**src/rtl/uart_rx_dispatch.sv**
```systemverilog
// Receive-side dispatcher: parses a one-byte header and routes payload bytes to channels via a shared FWFT FIFO.
// Optional idle timeout in PAYLOAD is enabled by defining RX_TIMEOUT_EN.
module uart_rx_dispatch #(
  parameter int WORD_LENGTH = 8,
  parameter int NUM_CH      = 4,
  parameter int FIFO_DEPTH  = 8,
  parameter int TIMEOUT_CYC = 4096
) (
  input  logic                   r_clk,
  input  logic                   r_rst,
  input  logic                   rx_valid,
  input  logic [WORD_LENGTH-1:0] rx_data,
  input  logic                   rx_err,
  output logic                   out_valid,
  input  logic                   out_ready,
  output logic [2:0]             out_ch,
  output logic [WORD_LENGTH-1:0] out_data,
  output logic                   out_last,
  output logic                   out_err,
  output logic                   busy,
  output logic [7:0]             err_cnt,
  output logic [7:0]             drop_cnt
);

  localparam int AW = $clog2(FIFO_DEPTH);
  localparam int EW = 3 + WORD_LENGTH + 2;
  localparam logic [AW:0]   CNT_FULL = (AW+1)'(FIFO_DEPTH);
  localparam logic [AW:0]   CNT_ONE  = (AW+1)'(1);
  localparam logic [AW-1:0] PTR_ONE  = AW'(1);

  typedef enum logic [0:0] {ST_IDLE = 1'b0, ST_PAYLOAD = 1'b1} state_t;

  state_t          state_q, state_d;
  logic [4:0]      rem_q, rem_d;
  logic [2:0]      ch_q, ch_d;
  logic [7:0]      err_cnt_q, drop_cnt_q;
  logic [AW-1:0]   wr_ptr_q, rd_ptr_q;
  logic [AW:0]     count_q;
  logic [EW-1:0]   mem_q [FIFO_DEPTH];

  logic            hdr_ok_s, timeout_s, push_req_s, push_s, pop_s, room_s, err_inc_s;
  logic [EW-1:0]   entry_s, head_s;

  assign hdr_ok_s = ({1'b0, rx_data[2:0]} < 4'(NUM_CH)) && !rx_data[3] && !rx_err;

`ifdef RX_TIMEOUT_EN
  localparam int IW = $clog2(TIMEOUT_CYC + 1);
  logic [IW-1:0] idle_q;

  // Idle counter: cleared outside PAYLOAD, reloaded by every received byte.
  always_ff @(posedge r_clk) begin
    if (r_rst || state_q != ST_PAYLOAD || rx_valid) begin
      idle_q <= '0;
    end else begin
      idle_q <= idle_q + IW'(1);
    end
  end

  // Fires on the TIMEOUT_CYC-th consecutive silent cycle; a byte in that cycle wins.
  assign timeout_s = (state_q == ST_PAYLOAD) && !rx_valid && (idle_q == IW'(TIMEOUT_CYC - 1));
`else
  logic timeout_unused;
  assign timeout_unused = (TIMEOUT_CYC == 0);
  assign timeout_s      = 1'b0;
`endif

  // State register
  always_ff @(posedge r_clk) begin
    if (r_rst) begin
      state_q <= ST_IDLE;
    end else begin
      state_q <= state_d;
    end
  end

  // Next-state logic
  always_comb begin
    state_d = state_q;
    case (state_q)
      ST_IDLE: begin
        if (rx_valid && hdr_ok_s) state_d = ST_PAYLOAD;
        else                      state_d = ST_IDLE;
      end
      ST_PAYLOAD: begin
        if (rx_valid) begin
          if (rx_err || rem_q == 5'd1) state_d = ST_IDLE;
          else                         state_d = ST_PAYLOAD;
        end else if (timeout_s) begin
          state_d = ST_IDLE;
        end else begin
          state_d = ST_PAYLOAD;
        end
      end
      default: state_d = ST_IDLE;
    endcase
  end

  // Output/datapath decode: push requests, error events, frame bookkeeping
  always_comb begin
    push_req_s = 1'b0;
    entry_s    = '0;
    err_inc_s  = 1'b0;
    rem_d      = rem_q;
    ch_d       = ch_q;
    case (state_q)
      ST_IDLE: begin
        if (rx_valid) begin
          if (hdr_ok_s) begin
            ch_d  = rx_data[2:0];
            rem_d = {1'b0, rx_data[7:4]} + 5'd1;
          end else begin
            err_inc_s = 1'b1;
          end
        end else begin
          rem_d = rem_q;
        end
      end
      ST_PAYLOAD: begin
        if (rx_valid) begin
          push_req_s = 1'b1;
          if (rx_err) begin
            err_inc_s = 1'b1;
            entry_s   = {ch_q, {WORD_LENGTH{1'b0}}, 1'b1, 1'b1};
          end else begin
            entry_s = {ch_q, rx_data, (rem_q == 5'd1), 1'b0};
            rem_d   = rem_q - 5'd1;
          end
        end else if (timeout_s) begin
          push_req_s = 1'b1;
          err_inc_s  = 1'b1;
          entry_s    = {ch_q, {WORD_LENGTH{1'b0}}, 1'b1, 1'b1};
        end else begin
          push_req_s = 1'b0;
        end
      end
      default: begin
        push_req_s = 1'b0;
      end
    endcase
  end

  assign pop_s  = out_valid && out_ready;
  assign room_s = (count_q != CNT_FULL) || pop_s;
  assign push_s = push_req_s && room_s;

  // Frame registers, statistics, FIFO pointers and occupancy
  always_ff @(posedge r_clk) begin
    if (r_rst) begin
      rem_q      <= 5'd0;
      ch_q       <= 3'd0;
      err_cnt_q  <= 8'd0;
      drop_cnt_q <= 8'd0;
      wr_ptr_q   <= '0;
      rd_ptr_q   <= '0;
      count_q    <= '0;
    end else begin
      rem_q <= rem_d;
      ch_q  <= ch_d;
      if (err_inc_s && err_cnt_q != 8'hFF) err_cnt_q <= err_cnt_q + 8'd1;
      if (push_req_s && !room_s && drop_cnt_q != 8'hFF) drop_cnt_q <= drop_cnt_q + 8'd1;
      if (push_s) wr_ptr_q <= wr_ptr_q + PTR_ONE;
      if (pop_s)  rd_ptr_q <= rd_ptr_q + PTR_ONE;
      case ({push_s, pop_s})
        2'b10:   count_q <= count_q + CNT_ONE;
        2'b01:   count_q <= count_q - CNT_ONE;
        default: count_q <= count_q;
      endcase
    end
  end

  // FIFO storage; contents are don't-care while not counted as valid
  always_ff @(posedge r_clk) begin
    if (push_s) mem_q[wr_ptr_q] <= entry_s;
  end

  assign head_s    = mem_q[rd_ptr_q];
  assign out_valid = (count_q != '0);
  assign out_ch    = out_valid ? head_s[EW-1 -: 3] : 3'd0;
  assign out_data  = out_valid ? head_s[WORD_LENGTH+1:2] : {WORD_LENGTH{1'b0}};
  assign out_last  = out_valid && head_s[1];
  assign out_err   = out_valid && head_s[0];
  assign busy      = (state_q != ST_IDLE);
  assign err_cnt   = err_cnt_q;
  assign drop_cnt  = drop_cnt_q;

endmodule

```
**config.mk**
```make
export PLATFORM = sky130hd
export DESIGN_NAME = uart_rx_dispatch
export DESIGN_NICKNAME = d
export VERILOG_FILES = /design/src/rtl/uart_rx_dispatch.sv
export SDC_FILE = /design/constraint.sdc
export NUM_CORES = 1
export LEC_CHECK = 0
export CORE_MARGIN = 1.5
export CORE_UTILIZATION = 55
export DETAILED_ROUTE_END_ITERATION = 16
export GPL_ROUTABILITY_DRIVEN = 0
export GPL_TIMING_DRIVEN = 0
export PLACE_DENSITY = 0.79
export SLEW_MARGIN = 10
export SYNTH_ARGS = -nofsm -noshare
export SYNTH_HDL_FRONTEND = slang
export SYNTH_SLANG_ARGS = --single-unit
```
**constraint.sdc**
```tcl
create_clock -name r_clk -period 5.2 [get_ports r_clk]
set_input_delay 0.78 -clock r_clk [delete_from_list [all_inputs] [get_ports r_clk]]
set_output_delay 0.78 -clock r_clk [all_outputs]
set_load 0.03 [all_outputs]
```
### Word-level counts from Yosys, hierarchy flattened

Memory sizes are Yosys's and may differ from the RTL's. A register that Yosys moved wholly into a read port is not among the register bits.
Index checks and enable logic that the tools add are counted.

* reduce and logical (&&, ||, !) cells: 19
* multiplexer cells: 26
* $add $sub $neg: 8
* bitwise operators: 1
* eq/ne operators: 10
* $lt $le $gt $ge: 1

Operators by type and width (number)
* 2-to-1 mux 13 bit: 2
* 2-to-1 mux 5 bit: 4
* adder 8 x 1 -> 8 bit (second input constant): 2
* != test 8 bit (second input constant): 2
* 2-to-1 mux 1 bit: 11
* logical AND 1 bit: 10
* 2-to-1 mux 10 bit: 1
* one-hot mux 5 bit (2 select lines): 1
* 2-to-1 mux 3 bit: 3
* 2-to-1 mux 8 bit: 1
* != test 2 bit (second input constant): 4
* one-hot mux 4 bit (2 select lines): 1
* adder 3 x 1 -> 3 bit (second input constant): 2
* adder 4 x 1 -> 5 bit (second input constant): 1
* == test 5 x 1 -> 1 bit (second input constant): 1
* subtractor 5 x 1 -> 5 bit (second input constant): 1
* adder 4 x 1 -> 4 bit (second input constant): 1
* != test 4 bit (second input constant): 1
* one-hot mux 1 bit (2 select lines): 2
* AND reduction 4 bit: 1
* nonzero test 4 bit: 1
* subtractor 4 x 1 -> 4 bit (second input constant): 1
* logical NOT 1 bit: 3
* less-than comparator 3 bit (second input constant): 1
* 6 further kinds: 7

* register bits after elaboration: 35
* word-level logic and storage cells: 74
* memories: 1
* output and inout port bits: 31
* input port bits: 13
* bits in writable memories: 104

Memory list
* mem_q: words 8, width 13, rd ports 1, clocked after memory_dff 1, wr ports 1, RTL line 39 `logic [EW-1:0] mem_q [FIFO_DEPTH];`

### Depth between registers and ports, before layout

Gate-level depths: netlist of run 1.

* depth in word-level cells: 7
* depth in mapped cells: 9
* depth with buffers taken out: 9

### Worst setup path after synthesis of run 1

Ideal clock, no wire load.

* path kind: input port to flip-flop
* start point: input out_ready
* end point: memory mem_q[0][0] (netlist name) (enable)
* path slack: 2.271 ns
* cell stages on the path: 5
* library setup time: 0.400 ns
* buffers on the path: 1
* arrival: 2.530 ns
* data required time: 4.800 ns
* cells stage by stage: buf_2 and2b_1 a21oi_1 nand2b_1 nor3_1

* word-level cells in the longest chain between the ends: 5

RTL lines
* start: declaration: RTL line 15 `input logic out_ready,`
* logical AND 1 bit: RTL line 142 `assign pop_s = out_valid && out_ready;`
* logical OR 1 bit: RTL line 143 `assign room_s = (count_q != CNT_FULL) || pop_s;`
* logical AND 1 bit: RTL line 144 `assign push_s = push_req_s && room_s;`
* 2-to-1 mux 1 bit: RTL line 173 `if (push_s) mem_q[wr_ptr_q] <= entry_s;`
* 2-to-1 mux 1 bit (not written as such): RTL line 173
* end: declaration: RTL line 39

No other way between the ends.

==> results of run 1 <==
-- kinds of logic (layout without fill, tap and decap cells) --
logic type	count (synthesis)	after routing	synth area share
DFF	142	142	0.644
and+or+nand+nor	123	123	0.110
AOI/OAI and AO/OA	59	59	0.0610
muxes	47	47	0.132
buffers and inverters	30	104	0.0207
adders and majority gates	10	10	0.0220
xor gates and xnor gates	7	7	0.0102
-- per-layer routing --
metal	wire (µm)	GRT usage	part of all wire	vias up
li1	-	-	-	1743
met1	5180	0.301	0.41	1893
met2	6540	0.406	0.51	153
met3	808	0.0502	0.063	21
met4	223	0.0996	0.017	0
met5	0	0	0	-
-- per-stage QoR --
step	worst slack (ns)	instance area, µm²	utilization	instances
6_report	1.19	7280	0.678	632
5_1_grt	1.07	7280	0.678	632
4_1_cts	1.13	7280	0.677	632
3_5_place_dp	1.38	6660	0.620	601
3_3_place_gp	0.920	6620	0.616	599
2_1_floorplan	2.27	6030	-	418
-- power groups by stage --
stage                     clock network [W]  logic [W]  registers (W)
final                               0.00127   0.000444        0.00124
after global routing                0.00132   0.000484        0.00125
after CTS                           0.00128   0.000454        0.00124
after detailed placement                  0   0.000448        0.00127
after global placement                    0   0.000438        0.00127
after floorplan                           0   0.000327        0.00127
-- path summary, 6_finish.rpt --
path	end	slack (ns)	from
worst min register to register	ch_q[2]$_SDFFE_PP0P_	0.48	ch_q[2]$_SDFFE_PP0P_
worst max-delay path	out_data[7]	1.19	flip-flop
worst max register to register	mem_q[1][6]$_DFFE_PP_	2.45	busy$_SDFF_PP0_
worst min-delay path	ch_q[2]$_SDFFE_PP0P_	0.48	ch_q[2]$_SDFFE_PP0P_
-- cells in the final DEF, fill, tap and decap left out, types with 10 or more instances in the layout --
cell type / n
a21oi_1: 25
and2_1: 10
clkbuf_1: 15
clkbuf_16: 16
clkdlybuf4s50_1: 41
dfxtp_1: 38
edfxtp_1: 104
inv_1: 10
mux2i_1: 19
mux4_2: 26
nand2_1: 18
nand3_1: 11
nor2_1: 34
o21ai_0: 10
-- cell type report --
cell class	count	area, µm²
Sequential cell	142	3880
Fill cell	776	3460
Multi-Input combinational cell	246	2050
Timing Repair Buffer	43	433
Clock buffer	19	422
Clock inverter	12	194
Tap cell	140	175
Buffer	19	83.8
Inverter	11	41.3
-- flip-flops by register name, indices dropped and copies added, names as in the netlist, named ones only --
register and flops:
busy 1, count_q 4, drop_cnt 8, mem_q 104
wr_ptr_q 3, err_cnt 8, rem_q 5, ch_q 3
rd_ptr_q 3
==> out/metrics.yaml, run 1 <==
timing:
  slew-limit-headroom: 0.410
  hold_violations: 0
  finalCritPeriodShare: 0.770
  slew_violations: 0
  setup_viol: 0
  tightest_slew_ns: 0.884
  finalCriticalPeriod_ns: 4.01
  holdWs_ns: 0.484
  rsz0062_at_grt: "no"
  finClkSkew_ns: 0.0126
  fmax_mhz: 250
  setup_tns_ns: 0
floorplan:
  die_area_um2: 11600
  initial_core_util: 0.561
  die_x_um: 108
  num_rows: 38
  io_pins: 44
  core_um2: 10700
  die_h_um: 108
power_and_ir_drop:
  leakage_nw: 2.47
  p_switching_w: 0.000713
  power_frac_comb: 0.150
  p_sw_frac: 0.241
  clkPwrFrac: 0.429
  power_w: 0.00296
  ir_drop_v: 0.000243
  p_int_w: 0.00224
  seq_power_share: 0.420
  powerDensity_nw_per_um2: 406
synth:
  synth_common_cells: "edfxtp_1 (104), nor2_1 (40), dfxtp_1 (38), mux4_2 (26), a21oi_1 (25)"
  ys.flop_type: "edfxtp_1"
  synth_edf_count: 104
  yosysWarningCount: 0
  synth.most_common_cell: "edfxtp_1"
  synth.distinct_cells: 54
  synth-seq-area-share: 0.644
  synth.avg_cell_area_um2: 14.4
  ys_ff_latch: 142
  synth_top_area_frac: 0.518
  synthTopCellsByArea: "edfxtp_1 (52%), dfxtp_1 (13%), mux4_2 (9.7%)"
  async_flop_share: 0
  synth_top_area_cell: "edfxtp_1"
  syn_nets: 441
  syn_inst: 418
  synth_area_um2: 6030
hold_path:
  min_path_type: "reg -> reg"
  hold_depth: 1
detailed_routing:
  route.detailed.drc: 0
  dr.pass1.iters: 4
  vias: 3810
  viasPerCell: 6.03
  post_drt_wl_per_cell_um: 20.2
  wl_um: 12700
  drt_iter0_drc: 220
  postRouteAntennaNets: 0
cts:
  cts_max_path_buffers: 2
  cts_setup_buffers: 0
  cts_resized: 0
  numCtsBuffers: 17
  worst_skew_pair.late_latency_ns: 0.53
  cts_max_level: 4
  clock_sinks: 142
  cts_tree: "built"
  cts_root_buf: "clkbuf_8"
  clkSlewWorstSetupHoldPaths_ns: 0.06
  holdBufCountCts: 0
placed_design:
  io_buffer_count: 41
  dp_hpwl_um: 8180
global_routing:
  grt_pass1_vias: 3881
  grt_max_degree: 17
  grt_pass1_wl_um: 20500
  track_usage: 0.240
  antenna_found_initial: 0
  globalRouteOverflowTotal: 0
critical_path:
  crit_top_cell: "clkbuf_1"
  worst_setup_path_start_kind: "flip-flop"
  worst_r2r_path_depth: 6
  path_buf_inv: 3
  end_kind: "output pin"
  slowest_delay_ns: 0.71
  path_depth: 6
  crit_slowest_cell: "clkdlybuf4s50_1"
  crit_required_ns: 4.42
  cp.arrival_ns: 3.23
  cp_top_family: "buffers and inverters"
  crit_type: "reg -> out"
  critPathMaxFanout: 10
  cp_cell_sequence: "clkbuf_1 > clkbuf_1 > mux4_2 > mux2i_1 > nor2_1 > clkdlybuf4s50_1"
final_layout:
  area_growth_pct: 20.7
  fin_nets: 503
  drive_above_1_share: 0.163
  diodes: 0
job:
  maxCapViolCount: 0
outcome:
  outcome: "complete, no violations"
Power figures use the tool's default switching activity.
==> inputs of run 2 (changes only) <==
CORE_UTILIZATION = 53   (was 55)
clock period = 3.5 ns   (was 5.2 ns; I/O delays follow)
==> out/metrics.yaml, run 2 (same netlist as run 1, synthesis figures left out) <==
critical_path:
  end_kind: "output pin"
  cp.arrival_ns: 2.76
  worst_setup_path_start_kind: "flip-flop"
  crit_type: "reg -> out"
  critPathMaxFanout: 10
  crit_required_ns: 2.97
power_and_ir_drop:
  ir_drop_v: 0.000305
  powerDensity_nw_per_um2: 590
  seq_power_share: 0.431
  p_int_w: 0.00317
  p_switching_w: 0.00111
  leakage_nw: 2.47
  p_sw_frac: 0.259
  clkPwrFrac: 0.414
  power_frac_comb: 0.155
  power_w: 0.00428
placed_design:
  dp_hpwl_um: 7980
  io_buffer_count: 41
  dp.cells: 601
  pre_cts_ws_ns: 0.00988
final_layout:
  stdcell_count: 633
  layout_common_cells: "edfxtp_1 (104), clkdlybuf4s50_1 (41), dfxtp_1 (38)"
  multi_input_area_um2: 2050
  fin_util: 0.661
  fin_nets: 503
  seqCellArea_um2: 3880
  fillCellCount: 762
  diodes: 0
  top_register: "mem_q"
  drive_above_1_share: 0.174
  largest_reg_flops: 104
  area_growth_pct: 20.3
  layout_commonest_cell: "edfxtp_1"
timing:
  holdWs_ns: 0.469
  tightest_slew_ns: 0.877
  slew_violations: 0
  slew-limit-headroom: 0.415
  fmax_mhz: 304
  finalCriticalPeriod_ns: 3.29
  setup_slack_ns: 0.210
  finClkSkew_ns: 0.00634
  setup_viol: 0
  hold_violations: 0
  rsz0062_at_grt: "no"
  finalCritPeriodShare: 0.940
cts:
  cts_root_buf: "clkbuf_16"
  cts_max_path_buffers: 2
  clock_sinks: 142
  numCtsBuffers: 17
  cts_tree: "built"
  clkSlewWorstSetupHoldPaths_ns: 0.06
  cts_max_level: 4
  worst_skew_pair.late_latency_ns: 0.42
outcome:
  outcome: "complete, no violations"
global_routing:
  track_usage: 0.227
  antenna_found_initial: 0
  grt_max_degree: 17
  grt_pass1_wl_um: 19700
  grt_pass1_vias: 3810
  globalRouteOverflowTotal: 0
floorplan:
  die_h_um: 110
  io_pins: 44
  die_x_um: 110
  die_area_um2: 12000
  initial_core_util: 0.549
  core_um2: 11000
  num_rows: 38
detailed_routing:
  postRouteAntennaNets: 0
  vias: 3774
  wl_um: 12500
  post_drt_wl_per_cell_um: 19.7
  viasPerCell: 5.96
  dr.pass1.iters: 4
  drt_iter0_drc: 191
  route.detailed.drc: 0
hold_path:
  min_path_type: "in -> reg"
job:
  maxCapViolCount: 0
==> run 2: cell types whose count changed in the layout (fill, tap and decap cells not counted), sizes merged <==
| cell | before | now |
|---|---|---|
| buf | 8 | 6 |
| clkinv | 4 | 7 |
| bufinv | 5 | 2 |
| clkinvlp | 3 | 2 |
| inv | 11 | 15 |
==> run 2: power by group through the flow <==
stage	Sequential, W	Clock (W)	Combinational (W)
2_1_floorplan	0.00188	0	0.000485
3_3_place_gp	0.00188	0	0.000651
3_5_place_dp	0.00188	0	0.000663
4_1_cts	0.00185	0.00178	0.000668
5_1_grt	0.00185	0.00185	0.000717
6_report	0.00185	0.00177	0.000664
==> run 2: through the flow <==
stage,TNS [ns],area [µm²]
after CTS,0,7250
after global routing,0,7260
after global placement,-12.93,6620
after detailed placement,0,6660
after floorplan,0,6030
final,0,7260
==> run 2: final cells by class <==
cell class	instances	area share
flip-flops and latches	142	0.535
multi-input cells	246	0.282
repair buffers	43	0.0596
clock buffers	17	0.0586
well taps	140	0.0241
clock inverters	15	0.0221
plain buffers	19	0.0126
inverters	11	0.00569
==> run 2: per-layer routing <==
layer	vias up	routed length [µm]	GRT usage
met1	1902	5340	0.283
met3	20	638	0.0611
met2	113	6290	0.378
li1	1739	-	-
met5	-	0	0
met4	0	224	0.0881
==> run 2: repair_timing <==
action / in CTS / in global routing
endpoints found under the setup margin: 8 / 1
resized for setup: 2 / 2
hold buffers: 0 / 0
setup buffers: 0 / 0
==> run 2: final timing paths <==
check,startpoint,to,slack [ns],cells past startpoint
setup / recovery,flip-flop,out_data[3],0.21,6
hold / removal,out_ready,rd_ptr_q[1]$_SDFFE_PP0P_,0.47,3
setup reg to reg,busy$_SDFF_PP0_,mem_q[6][6]$_DFFE_PP_,0.79,5
hold reg to reg,ch_q[2]$_SDFFE_PP0P_,ch_q[2]$_SDFFE_PP0P_,0.48,1
==> run 2: worst max-delay path: stages, from the launching register on <==
cell and delay (ns):
dfxtp_1 0.30, clkbuf_1 0.37, clkbuf_2 0.43, mux4_2 0.37, mux2i_1 0.20, nor2_1 0.06
clkdlybuf4s50_1 0.61
==> inputs of run 3 (changes only) <==
CORE_UTILIZATION = 31   (was 53)
PLACE_DENSITY = 0.52   (was 0.79)
==> out/metrics.yaml, run 3 (same netlist as run 1, synthesis figures left out) <==
detailed_routing:
  viasPerCell: 4.88
  vias: 3678
  route.detailed.drc: 0
  drt_iter0_drc: 267
  dr.pass1.iters: 4
  postRouteAntennaNets: 0
  post_drt_wl_per_cell_um: 17.1
  wl_um: 12800
global_routing:
  globalRouteOverflowTotal: 0
  grt_pass1_wl_um: 20700
  antenna_found_initial: 0
  grt_max_degree: 17
  track_usage: 0.137
  grt_pass1_vias: 3812
final_layout:
  area_growth_pct: 23.0
  fin_util: 0.393
  layout_commonest_cell: "edfxtp_1"
  fin_nets: 504
  top_register: "mem_q"
  diodes: 0
  largest_reg_flops: 104
  fin_area_um2: 7420
  drive_above_1_share: 0.168
  layout_common_cells: "edfxtp_1 (104), clkdlybuf4s50_1 (41), dfxtp_1 (38)"
cts:
  worst_skew_pair.late_latency_ns: 0.41
  cts_tree: "built"
  clkSlewWorstSetupHoldPaths_ns: 0.06
  cts_root_buf: "clkbuf_16"
  cts_max_level: 4
  numCtsBuffers: 17
  cts_max_path_buffers: 2
  clock_sinks: 142
power_and_ir_drop:
  powerDensity_nw_per_um2: 578
  ir_drop_v: 0.000361
  leakage_nw: 2.47
outcome:
  outcome: "complete, no violations"
critical_path:
  end_kind: "output pin"
  slowest_delay_ns: 0.71
  crit_required_ns: 2.97
  crit_slowest_cell: "buf_1"
  path_buf_inv: 3
  cp_cell_sequence: "clkbuf_1 > buf_1 > mux2i_1 > nor2_1 > clkdlybuf4s50_1"
  critPathMaxFanout: 10
  cp_top_family: "buffers and inverters"
  crit_type: "reg -> out"
  worst_setup_path_start_kind: "flip-flop"
  cp.arrival_ns: 2.78
placed_design:
  io_buffer_count: 41
  placed_area_um2: 6840
  dp_hpwl_um: 8910
timing:
  finalCriticalPeriod_ns: 3.31
  setup_viol: 0
  finClkSkew_ns: 0.00587
  hold_violations: 0
  finalCritPeriodShare: 0.944
  tightest_slew_ns: 0.890
  slew_violations: 0
  rsz0062_at_grt: "no"
  fmax_mhz: 303
  slew-limit-headroom: 0.406
floorplan:
  die_area_um2: 20300
  die_x_um: 143
  io_pins: 44
  core_um2: 18900
  die_h_um: 143
  initial_core_util: 0.319
  num_rows: 50
hold_path:
  min_path_type: "reg -> reg"
job:
  maxCapViolCount: 0
[run 3: power by group]
group          switching, W  total (W)  internal (W)
registers         0.0000385    0.00185       0.00181
logic              0.000369   0.000677      0.000307
clock network      0.000654    0.00176       0.00111
total               0.00106    0.00429       0.00323
[run 3: timing repair]
action | 4_1_cts | 5_1_grt
buffers inserted | 0 | 0
hold buffers | 0 | 0
setup endpoints to repair | 13 | 5
resized for setup | 2 | 4
[run 3: through the flow]
stage	setup slack, ns	std cells	power, W	hold WS (ns)	setup TNS [ns]
floorplan	0.737	418	0.00236	0.452	0
global placement	-0.745	719	0.00256	0.461	-19.08
detailed placement	0.225	723	0.00257	0.463	0
CTS	0.0191	754	0.00433	0.471	0
global route	0.0120	753	0.00446	0.492	0
finish	0.195	753	0.00429	0.470	0
[run 3: final timing paths]
path                   startpoint  depth (start not counted)  slack [ns]                     to
min reg2reg  ch_q[2]$_SDFFE_PP0P_                          1        0.47   ch_q[2]$_SDFFE_PP0P_
max                     flip-flop                          5        0.19            out_data[1]
min          ch_q[2]$_SDFFE_PP0P_                          1        0.47   ch_q[2]$_SDFFE_PP0P_
max reg2reg       busy$_SDFF_PP0_                          6        0.73  mem_q[0][4]$_DFFE_PP_
[run 3: cell type report]
class	count	area, µm²
buffer	18	87.6
clock buffer	19	433
clock inverter	12	145
fill	1805	11500
inverter	11	41.3
multi-input combinational	246	2050
sequential	142	3880
tap	260	325
timing repair buffer	45	455
[run 3: routing by layer]
layer | up-vias | track usage | part of all wire | routed length [µm]
li1 | 1736 | - | - | -
met1 | 1841 | 0.172 | 0.45 | 5730
met2 | 88 | 0.232 | 0.50 | 6460
met3 | 13 | 0.0353 | 0.038 | 484
met4 | 0 | 0.0434 | 0.014 | 174
met5 | - | 0 | 0 | 0
==> patch (flow settings as in run 3) <==
Build with the macro `RX_TIMEOUT_EN` defined.
--- a/src/rtl/uart_rx_dispatch.sv
+++ b/src/rtl/uart_rx_dispatch.sv
@@ -2,2 +2,4 @@
 // Optional idle timeout in PAYLOAD is enabled by defining RX_TIMEOUT_EN.
+`define RX_TIMEOUT_EN
+
 module uart_rx_dispatch #(
Check against the original RTL: no difference found for any inputs over 4 cycles, from zero or initial values and one cycle with r_rst high; that may be too few to reach the edited logic, so the function may still have changed.
==> patch against run 3 <==
- area after synthesis grew 8.9%
- sequential power grew 8%
- worst setup slack gained 0.035 ns
- power grew 2.5%
- routed wire length grew 11%
- first-iteration DRC count shrank 43%
- hold slack lost 0.0028 ns
- sequential cell count grew 13
- final area grew 8.1%
- count of clock-buffer cells in the layout shrank 2
- core utilization shrank 0.87 points
- critical path type unchanged
- largest power group unchanged
==> patch: results (changes against run 3) <==
Clock network
  – Clk Latency, worst-skew pair: 0.43 ns (+0.02 ns)
  – Cts bufs inserted: 17 (unchanged)

Worst setup path
  – Reg2reg end: mem_q[0][7]
  – R2R cell count: 8 (+2)
  – WP data arrival: 2.75 ns (-0.03 ns)
  – CP max stage delay: 0.73 ns (+0.02 ns)
  – R2R Setup Slk: 0.38 ns (-0.35 ns)
  – Worst R2R Start: idle_q[0]

Status
  – Status: finished clean

Yosys
  – Top cells by area, synth: edfxtp_1, dfxtp_1, mux4_2
  – Top cells by count, synth: edfxtp_1, dfxtp_1, nor2_1
  – Distinct cells, synth: 49 (-9.3%)
  – Syn_nets: 498 (+13%)
  – Post-synthesis sequential area ratio: 0.631 (-0.0131)

Cells and area
  – Share of cells above drive strength 1: 0.170 (+0.00159)
  – Fin nets: 570 (+13%)
  – Post-route insts no fill: 834 (+11%)

Placement
  – Post-DP HPWL: 9870 µm (+11%)
  – Placed Cells: 804 (+11%)
  – Dpl cell area: 0.00750 mm² (+9.7%)
  – Placement Setup Slack: 0.195 ns (-0.0301 ns)

Power
  – Reg power frac: 0.456 (+0.025)
  – Leakage: 2.67 nW (+8.4%)
  – Pwr per Cell Area: 548 mW/mm² (-5.2%)
  – Comb group: 758 µW (+12%)
  – Peak VDD IR: 0.379 mV (+5.1%)
  – Sw Pwr: 1.18 mW (+12%)

Timing
  – Setup WS post-layout: 0.230 ns (+0.0352 ns)
  – Worst Tran Pin Value: 0.923 ns (+0.0326 ns)
  – Worst Hold Margin: 0.467 ns (-0.00282 ns)

Route
  – Routed wire length: 14,300 µm (+11%)
  – DR vias: 4,078 (+11%)

Global routing
  – Vias in the first global route: 4,242 (+11%)
  – First-pass GRT wire length: 23,000 µm (+11%)
  – Total track usage: 0.139 (+0.00148)

Hold path
  – Worst Min Path Start: idle_q[0]
  – WHS Endpoint: idle_q[0]
[patch: area by class of cell]
cell class              instances  area, µm²  share of cell area
flip-flops and latches        155       4150               0.517
repair buffers                 55        551              0.0686
multi-input cells             286       2330               0.290
inverters                      12       45.0             0.00561
well taps                     275        344              0.0429
clock buffers                  17        425              0.0530
plain buffers                  19       90.1              0.0112
clock inverters                15       96.3              0.0120
[patch: what timing repair did]
item                       in CTS  in global routing
buffers inserted                0                  0
setup endpoints to repair      13                  6
gates resized for setup         4                  1
hold buffers                    0                  0
[patch: cells by family after synthesis]
family                   synth area share
flip-flops                          0.631
XOR/XNOR                           0.0280
adder cells (fa/ha/maj)            0.0221
multiplexers                        0.124
buffers and inverters              0.0206
AND/OR/NAND/NOR                     0.124
AO/OA/AOI/OAI                      0.0505
[patch: layer usage]
metal	global-route usage	wire, µm	share of wire	up-vias
met4	0.0441	140	0.0098	0
met2	0.232	7290	0.51	67
met1	0.174	6360	0.44	2076
met5	0	0	0	-
li1	-	-	-	1924
met3	0.0387	509	0.036	11
